==> src/rtl/morph_frame_ctrl.sv <==
// Frame-level sequencer for the cascaded binary morphology chain: commits per-stage
// op config at frame start, gates and drains the chain, checks geometry, counts frames.
module morph_frame_ctrl #(
    parameter logic [11:0] IMG_H      = 12'd800,
    parameter logic [11:0] IMG_V      = 12'd600,
    parameter int          NUM_STAGES = 4,
    parameter logic [7:0]  DRAIN_CYC  = 8'd16
) (
    input  logic                    clk,
    input  logic                    rst,
    input  logic                    enable,
    input  logic                    cfg_we,
    input  logic                    cfg_addr,
    input  logic [2*NUM_STAGES-1:0] cfg_wdata,
    input  logic                    pre_vs,
    input  logic                    pre_hs,
    input  logic                    pre_clken,
    output logic [2*NUM_STAGES-1:0] stage_mode,
    output logic                    chain_en,
    output logic                    busy,
    output logic                    cfg_pending,
    output logic                    frame_done,
    output logic [15:0]             frame_cnt,
    output logic                    err_hcnt,
    output logic                    err_vcnt,
    output logic                    err_skip
);

    typedef enum logic [1:0] {
        IDLE,
        ACTIVE,
        DRAIN
    } state_t;

    state_t                  state_q;
    logic                    vs_q;
    logic                    hs_q;
    logic [2*NUM_STAGES-1:0] shadow_q;
    logic [11:0]             pix_cnt_q;
    logic [11:0]             line_cnt_q;
    logic [7:0]              drain_cnt_q;

    logic        fs;
    logic        fe;
    logic        le;
    logic        mode_wr;
    logic        err_clr;
    logic [11:0] pix_cnt_d;
    logic [11:0] line_cnt_d;

    assign fs      = pre_vs & ~vs_q;
    assign fe      = ~pre_vs & vs_q;
    assign le      = ~pre_hs & hs_q;
    assign mode_wr = cfg_we & ~cfg_addr;
    assign err_clr = cfg_we & cfg_addr & cfg_wdata[0];

    // Line count already includes a line ending in this cycle, so a frame end that
    // coincides with a line end checks the updated total.
    assign pix_cnt_d  = (pix_cnt_q == 12'hFFF) ? pix_cnt_q : pix_cnt_q + 12'd1;
    assign line_cnt_d = (le && line_cnt_q != 12'hFFF) ? line_cnt_q + 12'd1 : line_cnt_q;

    always_ff @(posedge clk) begin
        if (rst) begin
            state_q     <= IDLE;
            vs_q        <= 1'b1;
            hs_q        <= 1'b0;
            shadow_q    <= '0;
            pix_cnt_q   <= '0;
            line_cnt_q  <= '0;
            drain_cnt_q <= '0;
            stage_mode  <= '0;
            chain_en    <= 1'b0;
            busy        <= 1'b0;
            cfg_pending <= 1'b0;
            frame_done  <= 1'b0;
            frame_cnt   <= '0;
            err_hcnt    <= 1'b0;
            err_vcnt    <= 1'b0;
            err_skip    <= 1'b0;
        end else begin
            vs_q       <= pre_vs;
            hs_q       <= pre_hs;
            frame_done <= 1'b0;

            if (mode_wr) begin
                shadow_q    <= cfg_wdata;
                cfg_pending <= 1'b1;
            end
            // Clear comes first so an error raised below in the same cycle survives.
            if (err_clr) begin
                err_hcnt <= 1'b0;
                err_vcnt <= 1'b0;
                err_skip <= 1'b0;
            end

            case (state_q)
                IDLE: begin
                    if (fs && enable) begin
                        state_q    <= ACTIVE;
                        stage_mode <= shadow_q;
                        chain_en   <= 1'b1;
                        busy       <= 1'b1;
                        pix_cnt_q  <= '0;
                        line_cnt_q <= '0;
                        if (!mode_wr) begin
                            cfg_pending <= 1'b0;
                        end
                    end
                end
                ACTIVE: begin
                    if (pre_clken && pre_hs) begin
                        pix_cnt_q <= pix_cnt_d;
                    end
                    if (le) begin
                        if (pix_cnt_q != IMG_H) begin
                            err_hcnt <= 1'b1;
                        end
                        line_cnt_q <= line_cnt_d;
                        pix_cnt_q  <= '0;
                    end
                    if (fe) begin
                        if (line_cnt_d != IMG_V) begin
                            err_vcnt <= 1'b1;
                        end
                        drain_cnt_q <= DRAIN_CYC - 8'd1;
                        state_q     <= DRAIN;
                    end
                end
                DRAIN: begin
                    if (fs) begin
                        err_skip <= 1'b1;
                    end
                    if (drain_cnt_q == 8'd0) begin
                        state_q    <= IDLE;
                        chain_en   <= 1'b0;
                        busy       <= 1'b0;
                        frame_done <= 1'b1;
                        frame_cnt  <= frame_cnt + 16'd1;
                    end else begin
                        drain_cnt_q <= drain_cnt_q - 8'd1;
                    end
                end
                default: begin
                    state_q  <= IDLE;
                    chain_en <= 1'b0;
                    busy     <= 1'b0;
                end
            endcase
        end
    end

endmodule
==> config.mk <==
export PLATFORM = sky130hd
export DESIGN_NAME = morph_frame_ctrl
export DESIGN_NICKNAME = d
export VERILOG_FILES = /design/src/rtl/morph_frame_ctrl.sv
export SDC_FILE = /design/constraint.sdc
export NUM_CORES = 1
export LEC_CHECK = 0
export ABC_AREA = 1
export BUFFER_PORTS_ARGS = -buffer_cell sky130_fd_sc_hd__buf_2
export CORE_MARGIN = 2
export CORE_UTILIZATION = 52
export DETAILED_ROUTE_END_ITERATION = 7
export PLACE_DENSITY_LB_ADDON = 0.05
export SYNTH_ARGS = -nofsm -noshare
export SYNTH_HDL_FRONTEND = slang
export SYNTH_SLANG_ARGS = --single-unit
==> constraint.sdc <==
create_clock -name clk -period 1.5 [get_ports clk]
set_clock_uncertainty 0.05 [all_clocks]
set_input_delay 0.225 -clock clk [delete_from_list [all_inputs] [get_ports clk]]
set_output_delay 0.225 -clock clk [all_outputs]
set_load 0.02 [all_outputs]
* After elaboration in Yosys (flattened, before gate mapping) *
Cells that the tools add are included.

word-level totals
  output and inout bits = 31
  word-level logic and storage cells = 93
  register bits after elaboration = 74
  bits of input ports = 16

operators by class
  bitwise gates (word level) = 12
  equality and inequality tests = 13
  mux-type cells = 34
  reductions and logical operators = 15
  add/subtract/negate cells = 4

operators with widths
  operator                 number
  $mux W12                 6
  $pmux W12 S2             2
  $add A12 B1 Y12 const B  2
  $ne A12 B10 Y1 const B   2
  $mux W1                  18
  $add A16 B1 Y16 const B  1
  $mux W8                  2
  $pmux W8 S2              1
  $eq A12 B12 Y1 const B   1
  $ne A12 B12 Y1 const B   1
  $reduce_and A3 Y1        4
  $ne A2 B2 Y1 const B     5
  $logic_not A8 Y1         1
  $sub A8 B1 Y8 const B    1
  $and A1 B1 Y1            6
  $mux W2                  3
  $ne A3 B3 Y1 const B     2
  $not A1 Y1               6
  $pmux W2 S3              1
  $reduce_and A2 Y1        2
  $reduce_and A4 Y1        1
  $reduce_bool A2 Y1       2
  $logic_and A1 B1 Y1      3
  $pmux W1 S3              1
  4 further kinds          4

* Depth between registers and ports, before layout *
Gate-level depths: netlist of run 1.

  word-level depth = 8
  gate-level depth with buffers = 14
  mapped depth without buffers = 14

* Worst setup path after synthesis of run 1 *
OpenSTA, ideal clock, no wires.

  kind = register -> register
  start point = register line_cnt_q[0]
  end point = register err_vcnt
  arrival = 1.499 ns
  required time = 1.318 ns
  setup slack = -0.182 ns
  cell stages (with the launch flop) = 14
  setup time = 0.132 ns
  period minus slack after synthesis = 1.682 ns
  path through = dfxtp_1 ha_1 nand2_1 nor2_4 nand3_4 buf_6 nand3_1 nand2_1 nor2_1 nand2_1 nor2_1 nand2_1 nand2_1 a21oi_1

between the ends
  cells in the longest elaborated chain, start to end = 7
  elaborated cells between the ends (all ways) = 8

RTL lines
  what                                                                     RTL line  RTL
  start, declared                                                          40        logic [11:0] line_cnt_q;
  start signal, assigned                                                   118       line_cnt_q <= line_cnt_d;
  parallel branches: the longest is 2 deep, another holds $add A12 B1 Y12  n/a
  $mux W12 (*)                                                             60        assign line_cnt_d = (le && line_cnt_q != 12'hFFF) ? line_cnt_q + 12'd1 : line_cnt_q;
  $ne A12 B10 Y1 (*)                                                       122       if (line_cnt_d != IMG_V) begin
  $mux W1 (*)                                                              122
  $mux W1 (*)                                                              121       if (fe) begin
  $mux W1 (*)                                                              96        case (state_q)
  end signal, assigned                                                     78        err_vcnt <= 1'b0;
  end signal, assigned                                                     92        err_vcnt <= 1'b0;
  end signal, assigned                                                     123       err_vcnt <= 1'b1;
  end, declared                                                            25        output logic err_vcnt,

Every way passes the cells marked *.
A chain may end at the register's enable or synchronous reset.

* Worst setup path after layout of run 1 *
  start point = register drain_cnt_q[1]
  end point = register drain_cnt_q[3]

between the ends
  cells in the longest elaborated chain, start to end = 3
  elaborated cells between the ends (all ways) = 6

RTL lines
  what                                               RTL line  RTL
  start, declared                                    41        logic [7:0] drain_cnt_q;
  start signal, assigned                             125       drain_cnt_q <= DRAIN_CYC - 8'd1;
  start signal, assigned                             140       drain_cnt_q <= drain_cnt_q - 8'd1;
  $sub A8 B1 Y8 or $logic_not A8 Y1 (tied branches)  140, 133
  $mux W8 or $ne A2 B2 Y1 (tied branches)            n/a
  $pmux W8 S2 or $reduce_and A3 Y1 (tied branches)   n/a

Several ways; a longest one is shown, not always the timed one. The select of a mux whose other input is x is not followed.

==> results of run 1 <==
## cells by family (layout without fill, tap and decap cells)
kind of cell,Yosys count,count (layout),synth area share
flip-flops,74,74,0.391
buffers and inverters,72,247,0.0769
AO/OA/AOI/OAI,82,82,0.116
adder cells (fa/ha/maj),6,6,0.0198
AND/OR/NAND/NOR,291,294,0.375
XOR/XNOR,9,9,0.0208
## area by class of cell
type | instances | share of cell area
well taps | 99 | 0.0210
flip-flops and latches | 74 | 0.258
multi-input cells | 391 | 0.427
repair inverters | 1 | 0.00127
clock buffers | 9 | 0.0210
inverters | 59 | 0.0412
repair buffers | 171 | 0.218
clock inverters | 7 | 0.0130
## worst paths after layout
path,to,startpoint,cells after the start
setup reg to reg,drain_cnt_q[3],drain_cnt_q[1],12
hold reg to reg,cfg_pending,cfg_pending,2
hold / removal,shadow_q[2],cfg_wdata[2],3
setup / recovery,drain_cnt_q[3],drain_cnt_q[1],12
## flip-flops by register name, indices dropped and copies added (netlist names), 2 cells and up
| signal | flops |
|---|---|
| stage_mode | 8 |
| drain_cnt_q | 8 |
| pix_cnt_q | 12 |
| shadow_q | 8 |
| state_q | 2 |
| frame_cnt | 16 |
| line_cnt_q | 12 |
## worst register-to-register path, cell delays in order, from the launching register on
cell     delay, ps
dfxtp_2        330
inv_2           70
ha_4           130
nand3_4         70
nor3_4         190
buf_4          160
buf_6          100
inv_4           30
nand2_4         70
nand2_4         80
nand3_4         90
xor2_1         180
a21oi_1        100
## cell usage after synthesis, drive strengths merged
cell type / instances / share of area
a211oi: 1 / 0.0020
a21oi: 46 / 0.063
a221oi: 2 / 0.0046
a22oi: 1 / 0.0020
a31oi: 1 / 0.0017
and2: 1 / 0.0017
and3: 3 / 0.0050
buf: 8 / 0.013
clkbuf: 5 / 0.0050
clkinv: 1 / 0.00099
dfxtp: 74 / 0.39
ha: 6 / 0.020
inv: 58 / 0.058
nand2: 135 / 0.14
nand3: 38 / 0.064
nand4: 9 / 0.015
nor2: 89 / 0.11
nor3: 12 / 0.030
nor3b: 2 / 0.0053
nor4: 1 / 0.0017
o21a: 2 / 0.0040
o21ai: 28 / 0.037
o41ai: 1 / 0.0023
or2: 1 / 0.0017
xnor2: 2 / 0.0046
xor2: 7 / 0.016
## repair_timing
item,CTS,global route
setup buffers,18,28
gates cloned,4,0
pin swaps,26,59
endpoints found under the setup margin,50,59
resized for setup,57,107
## layer usage
layer | wire (um) | share of wire | up-vias | track usage
met4 | 189 | 0.017 | 0 | 0.0801
li1 | - | - | 2087 | -
met2 | 5780 | 0.51 | 123 | 0.441
met3 | 523 | 0.046 | 19 | 0.0499
met5 | 0 | 0 | - | 0
met1 | 4860 | 0.43 | 1917 | 0.339
## per-stage QoR
step	power [W]	instances
4_1_cts	0.00397	786
3_3_place_gp	0.00234	749
5_1_grt	0.00415	811
3_5_place_dp	0.00235	749
6_report	0.00401	811
2_1_floorplan	0.00222	534
## placed cells by master, fill, tap and decap left out, drive strengths merged, types with 2 or more instances in the layout
| cell type | Yosys | final |
|---|---|---|
| o21a | 2 | 2 |
| ha | 6 | 6 |
| xnor2 | 2 | 2 |
| a21oi | 46 | 46 |
| nand4 | 9 | 9 |
| nand3 | 38 | 41 |
| buf | 8 | 171 |
| clkinvlp | 0 | 4 |
| nand2 | 135 | 135 |
| clkinv | 1 | 3 |
| o21ai | 28 | 28 |
| nor3 | 12 | 12 |
| dfxtp | 74 | 74 |
| a221oi | 2 | 2 |
| xor2 | 7 | 7 |
| and3 | 3 | 3 |
| inv | 58 | 59 |
| nor2 | 89 | 89 |
| clkbuf | 5 | 9 |
| nor3b | 2 | 2 |
## power groups by stage
stage | Clock, W | Sequential, W | Combinational [W]
after global placement | 0 | 0.00206 | 0.000282
after detailed placement | 0 | 0.00206 | 0.000288
after CTS | 0.00163 | 0.00202 | 0.000322
final | 0.00161 | 0.00201 | 0.000396
after global routing | 0.00170 | 0.00202 | 0.000427
after floorplan | 0 | 0.00208 | 0.000150
==> flow_summary.toml, run 1 <==
[worst_setup_path]
critical_path_class = "flop to flop"
crit_path_end_kind = "flop"
slowest_stage = "dfxtp_2"
cp.arrival_ps = 1950
cp_max_fo = 5
cp-start-kind = "flop"
critPathRequiredTime_ps = 1690
path_buf_inv = 4
cp_top_family = "simple AND/OR/NAND/NOR gates"
regToRegSetupSlack_ps = -260
crit_chain = "inv_2 -> ha_4 -> nand3_4 -> nor3_4 -> buf_4 -> buf_6 -> inv_4 -> nand2_4 -> nand2_4 -> nand3_4 -> xor2_1 -> a21oi_1"
max_stage_delay_ps = 330

[pwr]
p_sw_frac = 0.267
p_clk_frac = 0.400
sequentialPowerShare = 0.501
p_per_area_mw_per_mm2 = 681
p_int_w = 0.00294
ir_drop_mv = 0.552
p_switching_w = 0.00107
power_frac_comb = 0.099
power_leakage_nw = 2.57

[final_layout]
nets = 729
drive_gt1_frac = 0.483
diodes = 0
fill_cells = 446
multi_input_area_sq_mm = 0.00251
syn2layout_area_growth_pct = 55.5
fin_util = 0.826
stdcell_area_sq_mm = 0.00589
regArea_sq_mm = 0.00152

[clock_network]
path_clk_slew_ps = 90
htreeDepth = 3
clock-sinks = 74
cts_tree = "built"
cts_buffers = 9
ctsHoldBuffers = 0
cts-root-buf = "clkbuf_8"
clk_latency_ps = 350
cts_buffer_depth = 2

[logic_synthesis]
synth-seq-area-share = 0.391
syn_area_sq_mm = 0.00379
syn_avg_cell_area_sq_um = 7.09
syn-instance-count = 534
yosysUniqueCellTypes = 42
yosysWarnings = 0
syn-num-nets = 556
synth_seq_cells = 74

[sta]
slew_headroom = 0.797
setup_slack_ps = -264
max_freq_ghz = 0.567
post-route-min-period_ps = 1760
fin_crit_sh = 1.18
drv_slew = 0
setup-violations-final = 48
worst_hold_slack_ps = 44.6
hold_viol = 0
fin_tns_setup_ps = -4620
worst_slew_pin_slew_ps = 300
rsz0062_at_grt = "yes"

[routing]
vias = 4146
drc = 0
vias_per_cell = 5.11
wl_per_cell_um = 14.0
wl_um = 11300
drtIter0Drc = 158
ant_nets = 0
drt-pass1-iter-count = 4

[grt]
grt_pass1_vias = 3623
grt_max_degree = 18
grtUsageTotal = 0.262
antenna_found_initial = 0
grt_pass1_wl_um = 16300
grt_overflow = 0

[place]
place_ws_ps = -230
hpwl_um = 6930
port_buffers = 46
placed_cell_area_sq_mm = 0.00475
gp_congestion = 0.903

[outcome]
failed_checks = "negative setup slack"
outcome = "finished with violations"

[worst_hold_path]
hold_class = "primary input to flop"

[floorplan]
initial_core_util = 0.531
die_w_um = 89.4
core_region_area_sq_mm = 0.00714
dieArea_sq_mm = 0.00798
num_rows = 31
num_io_pins = 47
fp.dieH_um = 89.4

[flow_run]
drv_cap = 0
Power figures use the tool's default switching activity.
==> run 2: changes to the inputs <==
Settings changed: CTS_BUF_LIST set to sky130_fd_sc_hd__clkbuf_16, SETUP_SLACK_MARGIN set to 0.02.
==> flow_summary.toml, run 2 (synthesized netlist as in run 1, its figures left out) <==
[sta]
post-route-min-period_ps = 1820
drv_slew = 0
slew_headroom = 0.761
setup_slack_ps = -324
hold_viol = 0
max_freq_ghz = 0.548
worst_hold_slack_ps = 62.6
fin_tns_setup_ps = -5660
rsz0062_at_grt = "yes"
fin_crit_sh = 1.22
worst_slew_pin_slew_ps = 355
setup-violations-final = 47

[worst_setup_path]
crit_chain = "ha_4 -> nand3_1 -> nor2_1 -> nand2_1 -> nand2_1 -> nand2_1 -> nor2_1 -> nand2_1 -> nor2_1 -> nand2_1 -> nand2_1 -> a21oi_1"
cp-start-kind = "flop"
r2r_end = "err_vcnt"
slowest_stage = "dfxtp_4"
crit_start = "line_cnt_q[0]"
max_stage_delay_ps = 360
crit_path_end_kind = "flop"
regToRegSetupSlack_ps = -320
critical_path_class = "flop to flop"
cp.arrival_ps = 1990
cp_max_fo = 3
critPathRequiredTime_ps = 1670
reg2regPathDepth = 12
crit_top_cell = "nand2_1"
r2r_start = "line_cnt_q[0]"
crit_end = "err_vcnt"

[grt]
grt_max_degree = 26
grt_pass1_wl_um = 16100
grt_pass1_vias = 3644
antenna_found_initial = 0
grtUsageTotal = 0.259
grt_overflow = 0

[final_layout]
diodes = 0
largest_reg_flops = 16
top_register = "frame_cnt"
fin_util = 0.815
drive_gt1_frac = 0.484
layout_common_cells = "nand2_1 (101), buf_4 (92), nor2_1 (62)"
syn2layout_area_growth_pct = 53.6
nets = 715
final_common_cell = "nand2_1"
reg_top3 = "frame_cnt: 16 flops, line_cnt_q: 12 flops, pix_cnt_q: 12 flops"

[routing]
vias = 4176
vias_per_cell = 5.24
drtIter0Drc = 279
ant_nets = 0
drc = 0
drt-pass1-iter-count = 5
wl_um = 11900
wl_per_cell_um = 14.9

[clock_network]
cts_buffers = 9
htreeDepth = 3
cts_buffer_depth = 2
clock-sinks = 74
cts-root-buf = "clkbuf_16"
cts_tree = "built"
clk_latency_ps = 330
path_clk_slew_ps = 60

[pwr]
power_leakage_nw = 2.48
p_per_area_mw_per_mm2 = 778
power_w = 0.00453
ir_drop_mv = 0.691

[floorplan]
num_rows = 31
num_io_pins = 47
fp.dieH_um = 89.4
dieArea_sq_mm = 0.00798
core_region_area_sq_mm = 0.00714
die_w_um = 89.4
initial_core_util = 0.531

[place]
port_buffers = 46
hpwl_um = 6990
place_ws_ps = -217
gp_congestion = 0.873

[outcome]
failed_checks = "negative setup slack"
outcome = "finished with violations"

[worst_hold_path]
hold_class = "primary input to flop"

[flow_run]
drv_cap = 0
==> run 2: what timing repair did <==
item | CTS | global route
hold buffers | 0 | 0
pin swaps | 19 | 36
resized for setup | 45 | 115
gates cloned | 3 | 0
setup endpoints to repair | 55 | 62
buffers inserted | 11 | 18
==> run 2: per-layer routing <==
metal	routed length (um)	GRT usage	part of all wire
met5	0	0	0
met4	338	0.0773	0.028
met3	513	0.0508	0.043
met2	5860	0.419	0.49
met1	5170	0.352	0.44
==> run 2: metrics by stage <==
step / instances / instance area, sq um
finish: 797 / 5820
global route: 797 / 5820
CTS: 780 / 5300
detailed placement: 750 / 4750
global placement: 750 / 4750
floorplan: 534 / 3830
==> run 2: layout make-up <==
class / instances / area [sq um]
clock inverters: 7 / 70.1
repair buffers: 158 / 1150
inverters: 59 / 245
repair inverters: 1 / 7.51
fillers: 475 / 1320
clock buffers: 9 / 225
well taps: 99 / 124
multi-input cells: 390 / 2480
flip-flops and latches: 74 / 1510
==> run 2: how the worst min path moves through the flow <==
| stage | from | end | slack, ps | cells past startpoint |
|---|---|---|---|---|
| CTS | cfg_wdata[2] | shadow_q[2] | 60 | 3 |
| global route | cfg_wdata[3] | shadow_q[3] | 80 | 3 |
| floorplan | pre_vs | vs_q | 270 | 2 |
| finish | cfg_wdata[2] | shadow_q[2] | 60 | 3 |
| detailed placement | cfg_wdata[6] | shadow_q[6] | 400 | 3 |
| global placement | pix_cnt_q[9] | pix_cnt_q[9] | 390 | 2 |
==> run 2: power breakdown <==
| part | switching (W) | internal (W) | total [W] |
|---|---|---|---|
| Sequential | 0.0000231 | 0.00199 | 0.00202 |
| Clock | 0.000866 | 0.00128 | 0.00215 |
| Combinational | 0.000219 | 0.000147 | 0.000366 |
| Total | 0.00111 | 0.00342 | 0.00453 |
==> run 2: critical path: cells and delay by family, from the launching register on <==
kind	cells	cell delay, ps
flip-flops	1	360
adder cells (fa/ha/maj)	1	150
AND/OR/NAND/NOR	10	1090
AO/OA/AOI/OAI	1	60
==> run 3: changes to the inputs <==
Settings changed: ABC_AREA 1 to unset, PLACE_DENSITY set to 0.76, PLACE_DENSITY_LB_ADDON 0.05 to unset.
==> flow_summary.toml, run 3 <==
[grt]
grt_pass1_vias = 4034
grtUsageTotal = 0.340
antenna_found_initial = 0
use_met3 = 0.0829
use_met1 = 0.373
grt_max_degree = 25
grt_pass1_wl_um = 19500
grt_use_met2 = 0.593
grt_overflow = 0
grt-busiest-layer = "met2"

[sta]
setup-violations-final = 62
max_freq_ghz = 0.431
post-route-min-period_ps = 2320
slew_headroom = 0.719
hold_viol = 0
worst_slew_pin_slew_ps = 418
setup_slack_ps = -819
fin_tns_setup_ps = -25690
rsz0062_at_grt = "yes"
fin_crit_sh = 1.55
drv_slew = 0

[clock_network]
cts_buffers = 9
path_clk_slew_ps = 60
htreeDepth = 3
clk_latency_ps = 350
cts_tree = "built"
clock-sinks = 74
cts-root-buf = "clkbuf_16"
cts_buffer_depth = 2

[flow_run]
drv_cap = 0

[routing]
wl_um = 17300
ant_nets = 0
vias = 4582
vias_per_cell = 6.76
drc = 0
wl_per_cell_um = 25.5
drtIter0Drc = 593
drt-pass1-iter-count = 5

[pwr]
power_frac_comb = 0.089
p_int_w = 0.00349
p_sw_frac = 0.266
p_per_area_mw_per_mm2 = 801
p_switching_w = 0.00127
ir_drop_mv = 0.887
p_clk_frac = 0.488
power_leakage_nw = 2.35
sequentialPowerShare = 0.423

[logic_synthesis]
synth_top_area_cell = "dfxtp_1"
yosysUniqueCellTypes = 55
synthFlopType = "dfxtp_1"
syn_area_sq_mm = 0.00351
syn-instance-count = 422
synth_seq_cells = 74
synthTopCellsByCount = "dfxtp_1 (74), nor2_1 (66), nand2_1 (36)"
syn_avg_cell_area_sq_um = 8.32
yosysTopAreaCellShare = 0.422
synth_edf_count = 0
yosysWarnings = 0
syn-num-nets = 444
synth_most_common_cell = "dfxtp_1"
synth-seq-area-share = 0.422
async_reset_ff_frac = 0
synth.area.top_cells = "dfxtp_1 (42%), nor2_1 (7.1%), a21oi_1 (4.1%)"

[floorplan]
num_io_pins = 47
core_region_area_sq_mm = 0.00646
initial_core_util = 0.544
die_w_um = 86.2
fp.dieH_um = 86.2
dieArea_sq_mm = 0.00743
num_rows = 29

[worst_hold_path]
hold_class = "primary input to flop"
hp-start = "cfg_wdata[6]"

[worst_setup_path]
cp_max_fo = 6
r2r_start = "drain_cnt_q[1]"
critPathRequiredTime_ps = 1670
crit_start = "drain_cnt_q[1]"
critical_path_class = "flop to flop"
cp.arrival_ps = 2490
cp-start-kind = "flop"
crit_path_end_kind = "flop"

[place]
hpwl_um = 7040
gp_congestion = 0.904
port_buffers = 46

[final_layout]
drive_gt1_frac = 0.547
diodes = 0
largest_reg_flops = 16
layout_common_cells = "buf_4 (104), nor2_1 (57), dfxtp_1 (53)"
top_register = "frame_cnt"
fin_util = 0.920
nets = 618
syn2layout_area_growth_pct = 69.2
reg_top3 = "frame_cnt: 16 flops, line_cnt_q: 12 flops, pix_cnt_q: 12 flops"
final_common_cell = "buf_4"

[outcome]
failed_checks = "negative setup slack"
outcome = "finished with violations"
run 3: cell types whose count changed after synthesis, sizes merged, moves of 14 or more:
cell / before / now
xnor2: 2 / 16
clkbuf: 5 / 21
a21oi: 46 / 29
inv: 58 / 11
nor2: 89 / 66
nand3: 38 / 14
nand2: 135 / 37
run 3: path summary, 6_finish.rpt:
| check | slack [ps] | cells after the start | endpoint |
|---|---|---|---|
| max | -820 | 9 | frame_cnt[15] |
| min | 80 | 3 | shadow_q[6] |
| max reg2reg | -820 | 9 | frame_cnt[15] |
| min reg2reg | 430 | 2 | shadow_q[3] |
run 3: power by group through the flow:
stage	combinational (W)	sequential (W)	clock [W]
floorplan	0.000148	0.00206	0
global placement	0.000267	0.00205	0
detailed placement	0.000276	0.00206	0
CTS	0.000320	0.00201	0.00225
global route	0.000436	0.00202	0.00237
finish	0.000424	0.00201	0.00232
run 3: area by class of cell:
cell class	instances	area, sq um
inverter	11	41.3
tap	77	96.3
fill	213	515
sequential	74	1520
multi-input combinational	314	2550
clock buffer	9	225
timing repair buffer	186	1430
clock inverter	7	82.6
run 3: layer usage:
metal  routed length (um)  share of wire
met1                 5790           0.34
met2                 8100           0.47
met3                 1770           0.10
met4                 1590          0.092
met5                    0              0
run 3: cell families (layout without fill, tap and decap cells):
family | after synthesis | in the layout | share of synthesized area
simple gates | 189 | 189 | 0.268
compound gates | 74 | 74 | 0.134
xor+xnor | 31 | 31 | 0.0773
flops | 74 | 74 | 0.422
fa+ha+maj | 6 | 6 | 0.0214
mux | 14 | 14 | 0.0403
buf+inv | 34 | 213 | 0.0374
run 3: repair_timing:
action | in CTS | in global routing
hold buffers | 0 | 0
endpoints found under the setup margin | 61 | 62
gates cloned | 0 | 1
gates resized for setup | 93 | 77
pin swaps | 50 | 56
setup buffers | 19 | 21
run 3: per-stage QoR:
stage	instance area, sq um	power, W	std cells	hold WS [ps]	setup WS, ps
final	5940	0.00476	678	75.7	-819
after global routing	5940	0.00482	678	89.4	-855
after CTS	5490	0.00458	662	61.5	-504
after detailed placement	4700	0.00233	629	398	-508
after global placement	4700	0.00232	629	393	-479
after floorplan	3690	0.00221	422	282	-500
run 3: critical path, stage by stage (launching register included):
cell and delay (ps):
dfxtp_2 340, inv_2 70, ha_2 160, or3b_4 400, nor3_4 330, buf_4 190
nand3_4 100, nor3_2 230, xnor2_1 210, nor2_1 110
